[config.mk]
export PLATFORM = sky130hd
export DESIGN_NAME = link_test_ctrl_flat
export DESIGN_NICKNAME = d
export VERILOG_FILES = /design/src/rtl/link_ctrl_pkg.sv /design/src/rtl/link_test_ctrl_if.sv /design/src/rtl/ber_delay_line.sv /design/src/rtl/link_test_ctrl.sv /design/src/flat_wrapper.sv
export SDC_FILE = /design/constraint.sdc
export NUM_CORES = 1
export LEC_CHECK = 0
export BUFFER_PORTS_ARGS = -buffer_cell sky130_fd_sc_hd__buf_4
export CAP_MARGIN = 20
export CORE_MARGIN = 8
export CORE_UTILIZATION = 65
export CTS_CLUSTER_DIAMETER = 200
export DETAILED_ROUTE_END_ITERATION = 8
export PLACE_DENSITY = 0.88
export SLEW_MARGIN = 40
export SYNTH_ARGS = -nofsm -noshare
export SYNTH_HDL_FRONTEND = slang
export SYNTH_SLANG_ARGS = --single-unit
[constraint.sdc]
create_clock -name sys_clk -period 5.7 [get_ports sys_clk]
set_input_delay 1.425 -clock sys_clk [delete_from_list [all_inputs] [get_ports sys_clk]]
set_output_delay 1.425 -clock sys_clk [all_outputs]
set_load 0.01 [all_outputs]
[src/rtl/link_ctrl_pkg.sv]
// Shared definitions for the link test controller: state encoding, defaults, saturating increment.
// Latency: n/a (declarations only).
// Backpressure: n/a.
package link_ctrl_pkg;

  typedef enum logic [2:0] {
    IDLE    = 3'd0,
    INIT    = 3'd1,
    FLUSH   = 3'd2,
    SYNC    = 3'd3,
    MEASURE = 3'd4,
    DONE    = 3'd5
  } state_t;

  localparam int INIT_CYC_DEF   = 4;
  localparam int FLUSH_BITS_DEF = 64;
  localparam int MAX_DLY_DEF    = 31;
  localparam int DLY_W_DEF      = 5;
  localparam int SYNC_LEN_DEF   = 32;
  localparam int MEAS_BITS_DEF  = 4096;
  localparam int CNT_W_DEF      = 16;
  localparam int ERR_PERIOD_DEF = 256;

  // Increment v, sticking at the all-ones value of a w-bit counter (w < 32).
  function automatic logic [31:0] sat_inc(input logic [31:0] v, input int w);
    logic [31:0] maxv;
    maxv = (32'd1 << w) - 32'd1;
    return (v >= maxv) ? maxv : v + 32'd1;
  endfunction

endpackage

[src/rtl/link_test_ctrl_if.sv]
// Control, bit-stream and result signals between the link test controller and its environment.
// Latency: n/a (wires only).
// Backpressure: none; bit_stb is a one-cycle strobe the controller must accept.
interface link_test_ctrl_if
  import link_ctrl_pkg::*;
#(
  parameter int DLY_W = DLY_W_DEF,
  parameter int CNT_W = CNT_W_DEF
);
  logic             start;
  logic             abort;
  logic             bit_stb;
  logic             ref_bit;
  logic             dec_bit;
  logic             init_tab;
  logic             tx_en;
  logic             has_error;
  logic             busy;
  logic             locked;
  logic             done;
  logic             fail;
  logic [DLY_W-1:0] lock_dly;
  logic [CNT_W-1:0] bit_cnt;
  logic [CNT_W-1:0] err_cnt;

  modport master (
    output start, abort, bit_stb, ref_bit, dec_bit,
    input  init_tab, tx_en, has_error, busy, locked, done, fail, lock_dly, bit_cnt, err_cnt
  );

  modport slave (
    input  start, abort, bit_stb, ref_bit, dec_bit,
    output init_tab, tx_en, has_error, busy, locked, done, fail, lock_dly, bit_cnt, err_cnt
  );
endinterface

[src/rtl/ber_delay_line.sv]
// Reference delay line: MAX_DLY+1-bit window of ref_bit (live bit plus MAX_DLY stored), tap mux by sel.
// Latency: tap is combinational; tap[0] is the live ref_bit, tap[d] the bit d strobes earlier.
// Backpressure: none; shifts on every bit_stb regardless of controller state.
module ber_delay_line #(
  parameter int MAX_DLY = 31,
  parameter int DLY_W   = 5
) (
  input  logic             sys_clk,
  input  logic             reset,
  input  logic             bit_stb,
  input  logic             ref_bit,
  input  logic [DLY_W-1:0] sel,
  output logic             tap
);
  logic [MAX_DLY-1:0] hist_q;
  logic [MAX_DLY:0]   win;

  assign win = {hist_q, ref_bit};
  assign tap = win[sel];

  // Shift the newest reference bit in on each strobe; history is cleared only by reset.
  always_ff @(posedge sys_clk or negedge reset) begin
    if (!reset) begin
      hist_q <= '0;
    end else if (bit_stb) begin
      hist_q <= win[MAX_DLY-1:0];
    end
  end
endmodule

[src/rtl/link_test_ctrl.sv]
// Link test sequencer + BER monitor: init pulse, channel enable, flush, delay search, error count.
// Latency: all outputs registered, one cycle after the qualifying start/strobe/abort.
// Backpressure: none; optional has_error injection built only when LINK_ERR_INJ_EN is defined.
module link_test_ctrl
  import link_ctrl_pkg::*;
#(
  parameter int INIT_CYC   = INIT_CYC_DEF,
  parameter int FLUSH_BITS = FLUSH_BITS_DEF,
  parameter int MAX_DLY    = MAX_DLY_DEF,
  parameter int DLY_W      = DLY_W_DEF,
  parameter int SYNC_LEN   = SYNC_LEN_DEF,
  parameter int MEAS_BITS  = MEAS_BITS_DEF,
  parameter int CNT_W      = CNT_W_DEF
`ifdef LINK_ERR_INJ_EN
  ,
  parameter int ERR_PERIOD = ERR_PERIOD_DEF
`endif
) (
  input logic             sys_clk,
  input logic             reset,
  link_test_ctrl_if.slave lnk
);
  // One sequencing counter serves INIT cycles, FLUSH strobes, SYNC run length and MEASURE bits.
  localparam int SEQ_W = 16;

  state_t           state_q;
  logic [SEQ_W-1:0] cnt_q;
  logic [DLY_W-1:0] dly_q;
  logic [DLY_W-1:0] lock_dly_q;
  logic [DLY_W-1:0] sel;
  logic             init_tab_q, tx_en_q, busy_q, locked_q, done_q, fail_q;
  logic [CNT_W-1:0] bit_cnt_q, err_cnt_q;
  logic             tap;
  logic             mismatch;

  assign sel      = (state_q == MEASURE) ? lock_dly_q : dly_q;
  assign mismatch = lnk.dec_bit ^ tap;

  ber_delay_line #(
    .MAX_DLY (MAX_DLY),
    .DLY_W   (DLY_W)
  ) u_dly (
    .sys_clk (sys_clk),
    .reset   (reset),
    .bit_stb (lnk.bit_stb),
    .ref_bit (lnk.ref_bit),
    .sel     (sel),
    .tap     (tap)
  );

  // Sequencer FSM; every status output is a register written alongside the state.
  always_ff @(posedge sys_clk or negedge reset) begin
    if (!reset) begin
      state_q    <= IDLE;
      cnt_q      <= '0;
      dly_q      <= '0;
      lock_dly_q <= '0;
      init_tab_q <= 1'b0;
      tx_en_q    <= 1'b0;
      busy_q     <= 1'b0;
      locked_q   <= 1'b0;
      done_q     <= 1'b0;
      fail_q     <= 1'b0;
      bit_cnt_q  <= '0;
      err_cnt_q  <= '0;
    end else if (lnk.abort) begin
      // abort beats everything, including a simultaneous start
      state_q    <= IDLE;
      cnt_q      <= '0;
      dly_q      <= '0;
      lock_dly_q <= '0;
      init_tab_q <= 1'b0;
      tx_en_q    <= 1'b0;
      busy_q     <= 1'b0;
      locked_q   <= 1'b0;
      done_q     <= 1'b0;
      fail_q     <= 1'b0;
      bit_cnt_q  <= '0;
      err_cnt_q  <= '0;
    end else begin
      case (state_q)
        IDLE, DONE: begin
          if (lnk.start) begin
            state_q    <= INIT;
            cnt_q      <= '0;
            dly_q      <= '0;
            lock_dly_q <= '0;
            init_tab_q <= 1'b1;
            tx_en_q    <= 1'b0;
            busy_q     <= 1'b1;
            locked_q   <= 1'b0;
            done_q     <= 1'b0;
            fail_q     <= 1'b0;
            bit_cnt_q  <= '0;
            err_cnt_q  <= '0;
          end
        end
        INIT: begin
          // strobes are ignored here; only the delay line keeps shifting
          if (cnt_q == SEQ_W'(INIT_CYC - 1)) begin
            state_q    <= FLUSH;
            cnt_q      <= '0;
            init_tab_q <= 1'b0;
            tx_en_q    <= 1'b1;
          end else begin
            cnt_q <= cnt_q + 1'b1;
          end
        end
        FLUSH: begin
          if (lnk.bit_stb) begin
            if (cnt_q == SEQ_W'(FLUSH_BITS - 1)) begin
              state_q <= SYNC;
              cnt_q   <= '0;
              dly_q   <= '0;
            end else begin
              cnt_q <= cnt_q + 1'b1;
            end
          end
        end
        SYNC: begin
          if (lnk.bit_stb) begin
            if (!mismatch) begin
              if (cnt_q == SEQ_W'(SYNC_LEN - 1)) begin
                state_q    <= MEASURE;
                cnt_q      <= '0;
                locked_q   <= 1'b1;
                lock_dly_q <= dly_q;
              end else begin
                cnt_q <= cnt_q + 1'b1;
              end
            end else begin
              cnt_q <= '0;
              // the search walks upward only; running out of delays is a failed sync
              if (dly_q == DLY_W'(MAX_DLY)) begin
                state_q <= DONE;
                fail_q  <= 1'b1;
                done_q  <= 1'b1;
                tx_en_q <= 1'b0;
                busy_q  <= 1'b0;
              end else begin
                dly_q <= dly_q + 1'b1;
              end
            end
          end
        end
        MEASURE: begin
          if (lnk.bit_stb) begin
            bit_cnt_q <= CNT_W'(sat_inc(32'(bit_cnt_q), CNT_W));
            if (mismatch) begin
              err_cnt_q <= CNT_W'(sat_inc(32'(err_cnt_q), CNT_W));
            end
            // the final strobe is counted and the window closes on the same edge
            if (cnt_q == SEQ_W'(MEAS_BITS - 1)) begin
              state_q <= DONE;
              done_q  <= 1'b1;
              tx_en_q <= 1'b0;
              busy_q  <= 1'b0;
            end else begin
              cnt_q <= cnt_q + 1'b1;
            end
          end
        end
        default: begin
          state_q <= IDLE;
        end
      endcase
    end
  end

`ifdef LINK_ERR_INJ_EN
  logic has_error_q;

  // One-cycle injection request whenever the measured bit count lands on a multiple of ERR_PERIOD.
  always_ff @(posedge sys_clk or negedge reset) begin
    if (!reset) begin
      has_error_q <= 1'b0;
    end else begin
      has_error_q <= !lnk.abort && (state_q == MEASURE) && lnk.bit_stb &&
                     (((int'(cnt_q) + 1) % ERR_PERIOD) == 0);
    end
  end

  assign lnk.has_error = has_error_q;
`else
  assign lnk.has_error = 1'b0;
`endif

  assign lnk.init_tab = init_tab_q;
  assign lnk.tx_en    = tx_en_q;
  assign lnk.busy     = busy_q;
  assign lnk.locked   = locked_q;
  assign lnk.done     = done_q;
  assign lnk.fail     = fail_q;
  assign lnk.lock_dly = lock_dly_q;
  assign lnk.bit_cnt  = bit_cnt_q;
  assign lnk.err_cnt  = err_cnt_q;
endmodule
[src/flat_wrapper.sv]
// flat-port wrapper written by rule: the top's interface ports become plain ports
module link_test_ctrl_flat import link_ctrl_pkg::*;
#(
  parameter int INIT_CYC   = INIT_CYC_DEF,
  parameter int FLUSH_BITS = FLUSH_BITS_DEF,
  parameter int MAX_DLY    = MAX_DLY_DEF,
  parameter int DLY_W      = DLY_W_DEF,
  parameter int SYNC_LEN   = SYNC_LEN_DEF,
  parameter int MEAS_BITS  = MEAS_BITS_DEF,
  parameter int CNT_W      = CNT_W_DEF

)
  (sys_clk, reset, lnk_start, lnk_abort, lnk_bit_stb, lnk_ref_bit, lnk_dec_bit, lnk_init_tab, lnk_tx_en, lnk_has_error, lnk_busy, lnk_locked, lnk_done, lnk_fail, lnk_lock_dly, lnk_bit_cnt, lnk_err_cnt);
  link_test_ctrl_if #(.DLY_W(DLY_W), .CNT_W(CNT_W)) lnk_i ();
  input logic sys_clk;
  input logic reset;
  input wire logic [$bits(lnk_i.start)-1:0] lnk_start;
  input wire logic [$bits(lnk_i.abort)-1:0] lnk_abort;
  input wire logic [$bits(lnk_i.bit_stb)-1:0] lnk_bit_stb;
  input wire logic [$bits(lnk_i.ref_bit)-1:0] lnk_ref_bit;
  input wire logic [$bits(lnk_i.dec_bit)-1:0] lnk_dec_bit;
  output wire logic [$bits(lnk_i.init_tab)-1:0] lnk_init_tab;
  output wire logic [$bits(lnk_i.tx_en)-1:0] lnk_tx_en;
  output wire logic [$bits(lnk_i.has_error)-1:0] lnk_has_error;
  output wire logic [$bits(lnk_i.busy)-1:0] lnk_busy;
  output wire logic [$bits(lnk_i.locked)-1:0] lnk_locked;
  output wire logic [$bits(lnk_i.done)-1:0] lnk_done;
  output wire logic [$bits(lnk_i.fail)-1:0] lnk_fail;
  output wire logic [$bits(lnk_i.lock_dly)-1:0] lnk_lock_dly;
  output wire logic [$bits(lnk_i.bit_cnt)-1:0] lnk_bit_cnt;
  output wire logic [$bits(lnk_i.err_cnt)-1:0] lnk_err_cnt;
  assign lnk_i.start = lnk_start;
  assign lnk_i.abort = lnk_abort;
  assign lnk_i.bit_stb = lnk_bit_stb;
  assign lnk_i.ref_bit = lnk_ref_bit;
  assign lnk_i.dec_bit = lnk_dec_bit;
  assign lnk_init_tab = lnk_i.init_tab;
  assign lnk_tx_en = lnk_i.tx_en;
  assign lnk_has_error = lnk_i.has_error;
  assign lnk_busy = lnk_i.busy;
  assign lnk_locked = lnk_i.locked;
  assign lnk_done = lnk_i.done;
  assign lnk_fail = lnk_i.fail;
  assign lnk_lock_dly = lnk_i.lock_dly;
  assign lnk_bit_cnt = lnk_i.bit_cnt;
  assign lnk_err_cnt = lnk_i.err_cnt;
  link_test_ctrl #(.INIT_CYC(INIT_CYC), .FLUSH_BITS(FLUSH_BITS), .MAX_DLY(MAX_DLY), .DLY_W(DLY_W), .SYNC_LEN(SYNC_LEN), .MEAS_BITS(MEAS_BITS), .CNT_W(CNT_W)) u_core (.sys_clk(sys_clk), .reset(reset), .lnk(lnk_i));
endmodule
# Word-level counts from Yosys, hierarchy flattened

Index checks and enable logic that the tools add are counted.

Register bits after elaboration: 98
Bits in latches: 0
Bits in writable memories: 0
Bits in read-only memories: 0
Output and inout bits: 44
Logic and storage cells: 143
Memories: 0

$add $sub $neg: 4
Multipliers: 0
Div/mod/pow operators: 0
$lt $le $gt $ge: 3
Equal/unequal tests: 26
Shift-type cells: 0
Mux-type cells: 77
Bitwise logic cells: 1
Reduce and logical (&&, ||, !) cells: 19

Operators with widths:

| kind                                                               | count |
|---|---|
| 16-bit 2-to-1 mux                                                  | 17 |
| 16-bit one-hot mux with 5 select lines                             | 1 |
| 16-bit one-hot mux with 2 select lines                             | 2 |
| 5-bit 2-to-1 mux                                                   | 12 |
| 16-bit by 1-bit adder with 16-bit output (second input constant)   | 3 |
| 3-bit 2-to-1 mux                                                   | 11 |
| 16-bit greater-or-equal comparator (second input constant)         | 2 |
| 1-bit 2-to-1 mux                                                   | 24 |
| 3-bit != test (second input constant)                              | 8 |
| 3-bit by 2-bit != test with 1-bit output (second input constant)   | 6 |
| 16-bit by 12-bit == test with 1-bit output (second input constant) | 1 |
| 16-bit by 2-bit == test with 1-bit output (second input constant)  | 1 |
| 16-bit by 5-bit == test with 1-bit output (second input constant)  | 1 |
| 16-bit by 6-bit == test with 1-bit output (second input constant)  | 1 |
| 3-bit one-hot mux with 5 select lines                              | 1 |
| 5-bit one-hot mux with 3 select lines                              | 1 |
| 7-bit AND reduction                                                | 2 |
| 5-bit one-hot mux with 2 select lines                              | 1 |
| 5-bit AND reduction                                                | 2 |
| 9-bit AND reduction                                                | 1 |
| 3-bit nonzero test                                                 | 3 |
| 8-bit AND reduction                                                | 1 |
| 4-bit nonzero test                                                 | 2 |
| 3-bit by 2-bit == test with 1-bit output (second input constant)   | 2 |
| other kinds (19)                                                   | 24 |

# Longest topological paths before layout

Word-level depth: 9
Depth in mapped cells: 14

# Modules after synthesis

From an unflattened synthesis, not the netlist that was laid out.

Cell total of the unflattened synthesis: 574
Area, all modules: 5594.1 µm²

By module, submodules not included:

| module         | times used | cells an instance | area each (µm²) |
|---|---|---|---|
| link_test_ctrl | 1          | 468               | 4129.0 |
| ber_delay_line | 1          | 106               | 1465.2 |

# Worst setup path before layout

OpenSTA, ideal clock, no wires.

Kind: input port to flip-flop
Start point: input lnk_ref_bit
End point: register u_core.state_q[0]
Arrival: 3.776 ns
Required time: 5.579 ns
Slack: 1.803 ns
Stages on the path: 9
Path buffers: 0
Path through: mux4_2 > o211ai_1 > nor2_1 > a2111o_1 > or3_4 > and3_4 > o31ai_4 > mux2_1 > nand2b_1

Word-level cells in the longest chain between the ends: 7
Elaborated cells on any way between the ends: 10

RTL lines:

| item                                        | RTL line              | source |
|---|---|---|
| start: declaration                          | flat_wrapper.sv:20    | `input wire logic [$bits(lnk_i.ref_bit)-1:0] lnk_ref_bit;` |
| 1-bit binary-select mux with 5-bit select * | ber_delay_line.sv:19  | `assign tap = win[sel];` |
| 1-bit 2-to-1 mux (not written as such) *    | ber_delay_line.sv:19  |  |
| 1-bit bitwise XOR *                         | link_test_ctrl.sv:37  | `assign mismatch = lnk.dec_bit ^ tap;` |
| 3-bit 2-to-1 mux                            | link_test_ctrl.sv:122 | `if (!mismatch) begin` |
| 3-bit 2-to-1 mux                            | link_test_ctrl.sv:121 | `if (lnk.bit_stb) begin` |
| 3-bit one-hot mux with 5 select lines       | link_test_ctrl.sv:81  | `case (state_q)` |
| 3-bit 2-to-1 mux                            | link_test_ctrl.sv:66  | `end else if (lnk.abort) begin` |
| end signal: assignment                      | link_test_ctrl.sv:68  | `state_q <= IDLE;` |
| end signal: assignment                      | link_test_ctrl.sv:84  | `state_q <= INIT;` |
| end signal: assignment                      | link_test_ctrl.sv:124 | `state_q <= MEASURE;` |
| end: declaration                            | link_test_ctrl.sv:26  | `state_t state_q;` |

Mark *: on every way between the ends. The rest lies on a longest branch, timed or not. The select of a mux whose other input is x is not followed.
A chain may end at the register's enable or synchronous reset.

# Final worst setup path

Start point: register u_core.state_q[2]
End point: register u_core.err_cnt_q[5] (netlist: u_core.lnk.err_cnt[5])

Word-level cells in the longest chain between the ends: 7
Elaborated cells on any way between the ends: 15

RTL lines:

| item                                                      | RTL line                                   | source |
|---|---|---|
| start signal: assignment                                  | link_test_ctrl.sv:54                       | `state_q <= IDLE;` |
| start signal: assignment                                  | link_test_ctrl.sv:68                       |  |
| start signal: assignment                                  | link_test_ctrl.sv:84                       |  |
| 3-bit == test                                             | link_test_ctrl.sv:36, link_test_ctrl.sv:81 |  |
| 5-bit 2-to-1 mux                                          | link_test_ctrl.sv:36                       | `assign sel = (state_q == MEASURE) ? lock_dly_q : dly_q;` |
| 1-bit binary-select mux with 5-bit select                 | ber_delay_line.sv:19                       |  |
| 1-bit 2-to-1 mux (not written as such)                    | ber_delay_line.sv:19                       |  |
| 1-bit bitwise XOR                                         | link_test_ctrl.sv:37                       |  |
| 3-bit by 2-bit != test with 1-bit output (no source line) | --                                         |  |
| 4-bit AND reduction (no source line)                      | --                                         |  |
| end signal: assignment                                    | link_test_ctrl.sv:150                      | `err_cnt_q <= CNT_W'(sat_inc(32'(err_cnt_q), CNT_W));` |
| end: declaration                                          | link_test_ctrl.sv:32                       | `logic [CNT_W-1:0] bit_cnt_q, err_cnt_q;` |

Parallel ways exist; a longest one is shown, timed or not. The select of a mux whose other input is x is not followed.

==> impl_metrics.json <==
{
  "ctsHtreeMaxLevel": 3,
  "ios": 51,
  "crit_path_start_kind": "flop",
  "syn_nets": 605,
  "ys_warn_count": 0,
  "core_um2": 8640,
  "chipWidth_um": 110,
  "post_cts_buffers": 0,
  "routed_via_density": 6.64,
  "first_iter_violations": 405,
  "synth_area_per_cell_um2": 9.67,
  "tns_ns": 0,
  "yosys.area.top_type": "dfrtp_1",
  "cts-hold-fix-buffers": 0,
  "dp_hpwl_mm": 9.37,
  "clock_sinks": 98,
  "status": "complete, no violations",
  "synth.most_common_cell": "dfrtp_1",
  "clock-skew-final_ns": 0.0149,
  "post-route-period-util_pct": 76.5,
  "cts_max_path_buffers": 2,
  "antenna_left": 0,
  "cts_tree": "built",
  "grt_max_degree": 59,
  "start_util_pct": 66.4,
  "cts.clk_slew.worst_paths_ns": 0.10,
  "cts_made_buffers": 9,
  "min_period_ns": 4.36,
  "synth_edf_count": 0,
  "timing.max_cap.violations": 0,
  "grt_overflow": 0,
  "drv_slew": 0,
  "drtPass1Iterations": 5,
  "port_buffers": 49,
  "ys_async_sr_fraction_pct": 100,
  "clock_latency_ns": 0.37,
  "finalSetupViolCount": 0,
  "yosysSeqAreaShare_pct": 42.8,
  "wire_per_inst_um": 18.6,
  "worst_slew_pin_slew_ns": 0.768,
  "synthCells": 593,
  "critPathKind": "reg2reg",
  "cts-root-buf": "clkbuf_8",
  "ys_seq_elements": 98,
  "final_area_um2": 6330,
  "vdd_drop_max_uv": 215,
  "synthFlopType": "dfrtp_1",
  "first_global_vias": 4591,
  "grt.total_usage_pct": 22.8,
  "grt_setup_unrepaired": "no",
  "grt_first_pass_wirelength_mm": 22.2,
  "place_area_um2": 6110,
  "final_cells": 736,
  "placed_cells": 719,
  "die_area_um2": 12100,
  "antenna_found_initial": 0,
  "synthTopCellsByCount": "98 x dfrtp_1, 49 x nor2_1, 48 x a21oi_1",
  "cts_resized": 0,
  "diodes": 0,
  "cp-end-kind": "flop",
  "layout-drive-gt1-share_pct": 20.1,
  "relSlewSlack_pct": 48.8,
  "hold_class": "reg2reg",
  "required_ns": 5.96,
  "die_y_um": 110,
  "finalHoldViolCount": 0,
  "synth_area_leaders": "dfrtp_1 43%, mux2_2 7.1%, mux2i_1 4.4%",
  "synth_top_area_share_pct": 42.8,
  "cp_max_fo": 20,
  "p_leak_nw": 2.85,
  "critPathArrivalTime_ns": 4.62,
  "synth_area_um2": 5730,
  "rows": 34,
  "synth.distinct_cells": 65,
  "vias": 4890,
  "fin_nets": 635,
  "postRouteWirelength_mm": 13.7,
  "area_growth_pct": 10.5,
  "drc": 0,
  "powerDensity_nw_per_um2": 337,
  "fmax_ghz": 0.229,
  "place_congestion": 0.973
}
cell usage in the layout, fill, tap and decap left out, drive strengths merged, types with 2 or more instances in the layout:
cell and instances:
and3 26, a211oi 9, clkinv 5, dfrtp 98, mux2 37, clkbuf 10, mux4 7, or2 2
buf 53, a41oi 4, inv 10, o21bai 4, ha 5, nand2b 12, mux2i 25, nor4 3
and2 2, nand2 42, a22o 19, nor2 49, nor3 10, o21ai 41, a2111oi 2, xnor2 4
a21o 2, nor3b 2, a21boi 2, or3 4, nand3 29, nor2b 6, o22ai 2, and4 2
a31oi 22, a21oi 49, nand4 2, o22a 8, o31ai 4
flip-flops by register name, indices dropped and copies added (netlist names):
signal               cells
u_core.lnk.tx_en         1
u_core.lnk.lock_dly      5
u_core.lnk.locked        1
u_core.lnk.err_cnt      16
u_core.state_q           3
u_core.lnk.busy          1
u_core.cnt_q            16
u_core.lnk.done          1
u_core.dly_q             5
u_core.lnk.fail          1
u_core.u_dly.hist_q     31
u_core.lnk.init_tab      1
u_core.lnk.bit_cnt      16
path summary, 6_finish.rpt:
path / start / to / slack [ns] / depth (start not counted)
max in group asynchronous: reset / u_core.cnt_q[3] / 3.73 / 3
min: u_core.lnk.bit_cnt[14] / u_core.lnk.bit_cnt[14] / 0.53 / 2
min reg2reg: u_core.lnk.bit_cnt[14] / u_core.lnk.bit_cnt[14] / 0.53 / 2
max reg2reg: u_core.state_q[2] / u_core.lnk.err_cnt[5] / 1.34 / 10
max: u_core.state_q[2] / u_core.lnk.err_cnt[5] / 1.34 / 10
min in group asynchronous: reset / u_core.lnk.err_cnt[12] / 1.01 / 1
power breakdown:
group	internal (mW)	switching [mW]	total [mW]
clock	0.216	0.247	0.463
combinational	0.318	0.382	0.700
sequential	0.811	0.160	0.972
layer usage:
metal	up-vias	share of wire [%]	GRT usage [%]
li1	2262	-	-
met3	23	6.5	4.45
met2	200	50	37.5
met4	0	1.9	7.23
met5	-	0	0
met1	2405	42	29.7
cell families (layout without fill, tap and decap cells):
group           after synthesis  in the layout  synth area share, %
compound gates              178            178                 20.7
xor+xnor                      4              4                0.611
fa+ha+maj                     5              5                 1.09
buf+inv                      44             79                 3.41
flops                        98             98                 42.8
mux                          69             69                 14.4
other cells                   1              1               0.0654
simple gates                194            194                 16.9
worst max-delay path, cell delays in order (launching register included):
cell      delay, ns
dfrtp_1        0.67
or3b_1         0.74
or3_1          0.46
a222oi_1       0.31
a311oi_1       0.09
a2111o_1       0.42
o21ai_2        0.30
nand2_2        0.21
a21oi_2        0.54
o21ai_0        0.23
a22o_1         0.27
final cells by class:
| cell class | count | area, um^2 |
|---|---|---|
| Clock buffer | 10 | 138 |
| Clock inverter | 6 | 66.3 |
| Fill cell | 619 | 2300 |
| Inverter | 10 | 37.5 |
| Multi-Input combinational cell | 451 | 3090 |
| Sequential cell | 98 | 2450 |
| Tap cell | 108 | 135 |
| Timing Repair Buffer | 53 | 410 |
stage by stage:
| stage | worst slack (ns) | hold slack, ns | utilization, % | total power, mW |
|---|---|---|---|---|
| detailed placement | 1.36 | 0.520 | 70.7 | 1.66 |
| CTS | 1.37 | 0.537 | 73.1 | 2.13 |
| global route | 1.00 | 0.551 | 73.3 | 2.25 |
| floorplan | 1.80 | 0.485 | - | 1.48 |
| finish | 1.34 | 0.533 | 73.3 | 2.13 |
| global placement | 1.42 | 0.495 | 70.6 | 1.62 |
Note: power is estimated with default switching activity, not from simulation.
